### src/rtl/pc_pkg.sv
// Shared definitions for the program-counter generator: state encoding
// and default configuration values.
package pc_pkg;

  localparam int unsigned PC_XLEN_DEFAULT = 32;
  localparam logic [PC_XLEN_DEFAULT-1:0] PC_RESET_VECTOR_DEFAULT = 32'h0000_0000;

  // Encoding is visible on the state output port: 0=BOOT, 1=RUN, 2=HALT.
  typedef enum logic [1:0] {
    BOOT = 2'd0,
    RUN  = 2'd1,
    HALT = 2'd2
  } pc_state_e;

endpackage

### src/rtl/pc_ras.sv
// Circular return-address stack. Overflow overwrites the oldest entry,
// pop when empty is ignored, push+pop together replace the top entry.
module pc_ras
  import pc_pkg::*;
#(
  parameter int unsigned XLEN  = PC_XLEN_DEFAULT,
  parameter int unsigned DEPTH = 4
) (
  input  logic            clk,
  input  logic            rst,
  input  logic            push,
  input  logic            pop,
  input  logic [XLEN-1:0] push_data,
  output logic [XLEN-1:0] top,
  output logic            valid
);

  localparam int unsigned PW = (DEPTH > 1) ? $clog2(DEPTH) : 1;
  localparam int unsigned CW = $clog2(DEPTH + 1);

  logic [XLEN-1:0] mem_q [DEPTH];
  logic [XLEN-1:0] mem_d [DEPTH];
  logic [PW-1:0]   ptr_q, ptr_d;   // next free slot
  logic [CW-1:0]   cnt_q, cnt_d;
  logic [PW-1:0]   top_idx;
  logic [PW-1:0]   ptr_inc;

  assign top_idx = (ptr_q == '0) ? PW'(DEPTH - 1) : ptr_q - 1'b1;
  assign ptr_inc = (ptr_q == PW'(DEPTH - 1)) ? '0 : ptr_q + 1'b1;
  assign valid   = (cnt_q != '0);
  assign top     = valid ? mem_q[top_idx] : '0;

  // Next stack contents, write pointer and occupancy
  always_comb begin
    mem_d = mem_q;
    ptr_d = ptr_q;
    cnt_d = cnt_q;
    if (push && pop && (cnt_q != '0)) begin
      mem_d[top_idx] = push_data;
    end else if (push) begin
      mem_d[ptr_q] = push_data;
      ptr_d        = ptr_inc;
      if (cnt_q != CW'(DEPTH)) cnt_d = cnt_q + 1'b1;
    end else if (pop && (cnt_q != '0)) begin
      ptr_d = top_idx;
      cnt_d = cnt_q - 1'b1;
    end
  end

  // Stack state registers with synchronous active-low reset
  always_ff @(posedge clk) begin
    if (!rst) begin
      for (int unsigned i = 0; i < DEPTH; i++) mem_q[i] <= '0;
      ptr_q <= '0;
      cnt_q <= '0;
    end else begin
      mem_q <= mem_d;
      ptr_q <= ptr_d;
      cnt_q <= cnt_d;
    end
  end

endmodule

### src/rtl/pc_gen.sv
// Program-counter generator: BOOT/RUN/HALT control, prioritised redirects
// (trap > jmp > branch > halt > stall > increment), misalignment trapping.
// Optional return-address stack enabled by defining RAS_EN.
module pc_gen
  import pc_pkg::*;
#(
  parameter int unsigned     XLEN         = PC_XLEN_DEFAULT,
  parameter logic [XLEN-1:0] RESET_VECTOR = PC_RESET_VECTOR_DEFAULT,
  parameter int unsigned     STEP         = 4,
  parameter int unsigned     ALIGN_BITS   = 2,
  parameter int unsigned     RAS_DEPTH    = 4
) (
  input  logic            clk,
  input  logic            rst,
  input  logic            stall,
  input  logic            halt_req,
  input  logic            resume,
  input  logic            br_taken,
  input  logic [XLEN-1:0] br_target,
  input  logic            jmp,
  input  logic [XLEN-1:0] jmp_target,
  input  logic            call,
  input  logic            ret,
  input  logic            trap,
  input  logic [XLEN-1:0] trap_vec,
  output logic [XLEN-1:0] PC,
  output logic [XLEN-1:0] PC_plus,
  output logic            PC_valid,
  output logic            misalign,
  output logic [1:0]      state,
  output logic [XLEN-1:0] ras_top,
  output logic            ras_valid
);

  localparam logic [XLEN-1:0] LOW_MASK = XLEN'((64'd1 << ALIGN_BITS) - 64'd1);

  pc_state_e       state_q, state_d;
  logic [XLEN-1:0] pc_q, pc_d;
  logic            misalign_q, misalign_d;
  logic            ras_push, ras_pop;
  logic [XLEN-1:0] trap_masked;

  assign trap_masked = trap_vec & ~LOW_MASK;
  assign PC          = pc_q;
  assign PC_plus     = pc_q + XLEN'(STEP);
  assign PC_valid    = (state_q == RUN);
  assign misalign    = misalign_q;
  assign state       = state_q;

  // Next-state / next-PC selection
  always_comb begin
    state_d    = state_q;
    pc_d       = pc_q;
    misalign_d = 1'b0;
    ras_push   = 1'b0;
    ras_pop    = 1'b0;
    case (state_q)
      BOOT: state_d = RUN;
      RUN: begin
        ras_pop = ret;
        if (trap) begin
          pc_d = trap_masked;
        end else if (jmp) begin
          if ((jmp_target & LOW_MASK) != '0) begin
            pc_d       = trap_masked;
            misalign_d = 1'b1;
          end else begin
            pc_d     = jmp_target;
            ras_push = call;
          end
        end else if (br_taken) begin
          if ((br_target & LOW_MASK) != '0) begin
            pc_d       = trap_masked;
            misalign_d = 1'b1;
          end else begin
            pc_d = br_target;
          end
        end else if (halt_req) begin
          state_d = HALT;
        end else if (!stall) begin
          pc_d = PC_plus;
        end
      end
      HALT: begin
        if (trap) begin
          pc_d    = trap_masked;
          state_d = RUN;
        end else if (resume) begin
          state_d = RUN;
        end
      end
      default: state_d = BOOT;
    endcase
  end

  // PC, state and misalign registers with synchronous active-low reset
  always_ff @(posedge clk) begin
    if (!rst) begin
      state_q    <= BOOT;
      pc_q       <= RESET_VECTOR;
      misalign_q <= 1'b0;
    end else begin
      state_q    <= state_d;
      pc_q       <= pc_d;
      misalign_q <= misalign_d;
    end
  end

`ifdef RAS_EN
  pc_ras #(
    .XLEN  (XLEN),
    .DEPTH (RAS_DEPTH)
  ) u_ras (
    .clk       (clk),
    .rst       (rst),
    .push      (ras_push),
    .pop       (ras_pop),
    .push_data (PC_plus),
    .top       (ras_top),
    .valid     (ras_valid)
  );
`else
  logic unused_ras;
  assign unused_ras = ^{call, ret, ras_push, ras_pop};
  assign ras_top    = '0;
  assign ras_valid  = 1'b0;
`endif

endmodule

### config.mk
export PLATFORM = sky130hd
export DESIGN_NAME = pc_gen
export DESIGN_NICKNAME = d
export VERILOG_FILES = /design/src/rtl/pc_pkg.sv /design/src/rtl/pc_ras.sv /design/src/rtl/pc_gen.sv
export SDC_FILE = /design/constraint.sdc
export NUM_CORES = 1
export LEC_CHECK = 0
export ABC_AREA = 1
export CORE_MARGIN = 2
export CORE_UTILIZATION = 44
export CTS_CLUSTER_DIAMETER = 100
export DETAILED_ROUTE_END_ITERATION = 8
export GPL_TIMING_DRIVEN = 1
export PLACE_DENSITY = 0.88
export SLEW_MARGIN = 30
export SYNTH_ARGS = -nofsm -noshare
export SYNTH_HDL_FRONTEND = slang
export SYNTH_SLANG_ARGS = --single-unit
### constraint.sdc
create_clock -name clk -period 2.9 [get_ports clk]
set_input_delay 0.58 -clock clk [delete_from_list [all_inputs] [get_ports clk]]
set_output_delay 0.58 -clock clk [all_outputs]
set_load 0.01 [all_outputs]
## Yosys cells after proc, flatten, opt, wreduce, memory -nomap -nowiden

Index checks and enable logic that the tools add are counted.

- Bits in registers: 35
- Input port bits: 106
- Output and inout bits: 101
- Word-level logic and storage cells: 43

- Add/subtract/negate cells: 1
- Equality and inequality tests: 10
- Multiplexer cells: 20
- Bitwise operators: 2
- Reduce and logical (&&, ||, !) cells: 7

Operator list:

| kind | number |
|---|---|
| two-way mux 32 bit | 8 |
| case mux 32 bit (2 select lines) | 1 |
| nonzero test 32 bit | 2 |
| adder 32 x 3 -> 32 bit, second input constant | 1 |
| two-way mux 2 bit | 6 |
| != test 2 bit, second input constant | 5 |
| != test 5 bit, second input constant | 2 |
| case mux 2 bit (3 select lines) | 1 |
| AND reduction 5 bit | 1 |
| two-way mux 1 bit | 4 |
| AND reduction 4 bit | 1 |
| != test 3 bit, second input constant | 1 |
| OR reduction 3 bit | 1 |
| == test 2 x 1 -> 1 bit, second input constant | 1 |
| == test 2 bit, second input constant | 1 |
| logical NOT 2 bit | 1 |
| inverter 1 bit | 2 |
| nonzero test 2 bit | 1 |

## Depth between registers and ports, before layout

- Word-level depth: 7
- Mapped depth: 12
- Depth with buffers taken out: 12

## Least setup slack after synthesis

No wires, ideal clock.

- Path type: register to output
- Start point: register pc_q[2] (netlist: PC[2])
- End point: output PC_plus[14]
- Arrival: 1317 ps
- Path slack: 1003 ps
- Cell stages (with the launch flop): 7
- Path through: dfxtp_1 -> ha_1 -> inv_2 -> nor2_2 -> nand2_2 -> nor2_4 -> xor2_1

- Word-level cells in the longest chain between the ends: 1

Ends and longest elaborated chain:

| what | RTL line | source |
|---|---|---|
| from (decl) | pc_gen.sv:38 | `logic [XLEN-1:0] pc_q, pc_d;` |
| from (signal assigned) | pc_gen.sv:104 | `pc_q <= pc_d;` |
| adder 32 x 3 -> 32 bit | pc_gen.sv:45 | `assign PC_plus = pc_q + XLEN'(STEP);` |
| to (decl) | pc_gen.sv:27 | `output logic [XLEN-1:0] PC_plus,` |

No other way between the ends.

## Worst setup path after layout

- Start point: register pc_q[3] (netlist: PC[3])
- End point: output PC_plus[14]

Same word-level chain as after synthesis.

==> run metrics <==
Critical Path Source Type=flop; crit path capture type=output pin; CTS Buf Count=5; total wire length=13.6 mm; final number of setup-violating endpoints=0; GRT overflow=0; die area=0.00978 mm^2; Final Power=3530 uW; Synth Cell Area=0.00396 mm^2; switching power=1590 uW; status=complete, no violations; area share of the largest cell type after synthesis=20.3%; fin util=66.0%; Worst Skew=10.5 ps; MaxCap Viol Count=0; P_int=1940 uW; main flop type after synthesis=dfxtp_1; DPL Wire Length=10.4 mm; Clk Latency, worst-skew pair=290 ps; Avg Inst Size Synth=5.59 um^2; final worst path period share=94.6%; maximum vdd ir drop=0.505 mV; arrival time worst endpoint=2160 ps; Synth-to-Final Area Change=45.2%; setup TNS=0 ps; n_diodes=0; pin count of the biggest net entering global routing=47; GRT Total Usage=27.5%; synthesized instance count=709; worst slew pin tran=845 ps; RSZ-0062 raised after global routing=no; first-pass GRT wire length=22.3 mm; Routed Antenna Nets=0; clk slew on worst S/H paths=80 ps; via density per instance=5.03; minimum clock period=2740 ps; row count=34; ratio of cells with drive above 1 in the final layout=8.53%; largest cells by area after synthesis=nand2_1, dfxtp_1, nor2_1; normalized max-slew margin=43.6%; clock network power share=10.5%; Clock Path Buffers=2; Final Hold Vio Count=0; post-synth cell types=33; crit path kind=flop to output pin; number of global-route vias before repair=4,731; Post-synth EDFFs=0; Synth area leader=nand2_1; yosys warns=0; initial core utilization=45.4%; Cell Pwr Density=614 mW/mm^2; FF+latch count, synth=35; Die Ht=98.9 um; Post-CTS Hold Buffers=0; # nets final=978; Pre-Repair DR Iteration Count=5; Worst Path Max Fanout=4; CTS root buf=clkbuf_8; Hold Crit Class=flop to flop; Port Buf Inserts=169; Comb power frac=63.7%; DR WL/cell=13.9 um; Sw Ratio=45.0%; Reg power frac=25.9%; antenna violations before repair=0; IO Pins=207; routability cong.=0.926; Fmax achieved=365 MHz; CP Data Required Time=2320 ps; via count=4,908; Leak=0.00236 uW; Final Max Slew Viols=0; Die X-Extent=98.9 um; CTS tree=done; core box area=0.00872 mm^2; Post-synth ARST share=0%; clk sink count=35; most common cell after layout, fill and taps aside=nand2_1; Filler Cell Count=799; htree depth=2; sequential area share after synthesis=17.7%; DRC viols=0; First DRT Iteration DRCs=226; most frequent cells in the layout=nand2_1, clkdlybuf4s50_1, nor2_1
## power groups by stage
stage	Sequential (uW)	Combinational (uW)	Clock (uW)
floorplan	936	1120	0
global placement	910	2220	0
detailed placement	912	2240	0
CTS	904	2250	376
global route	951	2480	394
finish	914	2250	370
## sequential cells by signal (all words and copies together) (netlist names)
register,flops
PC,32
misalign,1
state,2
## final timing paths
path / from / to / slack (ps) / cells past startpoint
setup / recovery: PC[3] / PC_plus[14] / 160 / 7
hold / removal: PC[1] / PC[1] / 460 / 2
setup reg to reg: state[0] / PC[6] / 960 / 9
hold reg to reg: PC[1] / PC[1] / 460 / 2
## layer usage
metal / track usage [%] / vias to the layer above / share of wire, %
met1: 32.2 / 2195 / 41
li1: - / 2487 / -
met3: 6.10 / 25 / 7.9
met4: 9.17 / 0 / 1.7
met2: 49.4 / 201 / 50
met5: 0 / - / 0
## critical path, cell delays in order (launching register included)
cell,delay [ps]
dfxtp_1,370
ha_2,230
inv_2,60
nor2_4,150
nand2_4,100
nor2_4,130
xor2_1,220
clkdlybuf4s50_1,610
## synth_stat cells (2+ instances only)
master     count
nor2_4        12
ha_1           4
inv_1         40
a32oi_1        3
nand3b_1       5
buf_2         11
nor2_2         9
buf_4         37
o21ai_0       44
nand2_1      214
nand3_1       47
nand4_1        8
and2_1         6
clkbuf_1      13
xor2_1        10
dfxtp_1       35
nand2_2        7
a21oi_1       18
xor2_2         5
nor2_1       157
o2111ai_1      2
a21oi_2        8
inv_2          4
## cell type report
class	count	area, um^2	share of cell area (%)
Multi-Input combinational cell	600	2860	49.7
Clock buffer	6	82.6	1.44
Inverter	44	165	2.87
Tap cell	108	135	2.35
Timing Repair Buffer	182	1800	31.3
Sequential cell	35	704	12.2
Clock inverter	1	5.00	0.0870
## what timing repair did
| item | in CTS | in global routing |
|---|---|---|
| buffers inserted | 0 | 0 |
| endpoints found under the hold margin | 0 | 0 |
| setup endpoints to repair | 0 | 8 |
| gates resized for setup | 0 | 8 |
## through the flow
stage | setup slack (ps) | hold slack [ps] | cells | cell area, um^2
final | 157 | 461 | 976 | 5750
after global routing | 3.29 | 495 | 976 | 5750
after CTS | 43.5 | 466 | 976 | 5730
after detailed placement | 231 | 450 | 969 | 5640
after global placement | 262 | 448 | 969 | 5640
after floorplan | 1000 | 472 | 741 | 4080
## logic make-up (layout without fill, tap and decap cells)
logic type / after synthesis / after routing / share of synthesized area, %
other cells: 1 / 33 / 0.0947
buf+inv: 106 / 233 / 13.9
flops: 35 / 35 / 17.7
compound gates: 80 / 80 / 11.9
simple gates: 467 / 467 / 50.6
mux: 1 / 1 / 0.253
fa+ha+maj: 4 / 4 / 1.26
xor+xnor: 15 / 15 / 4.27
No activity file was read; power rests on OpenSTA's default activity.
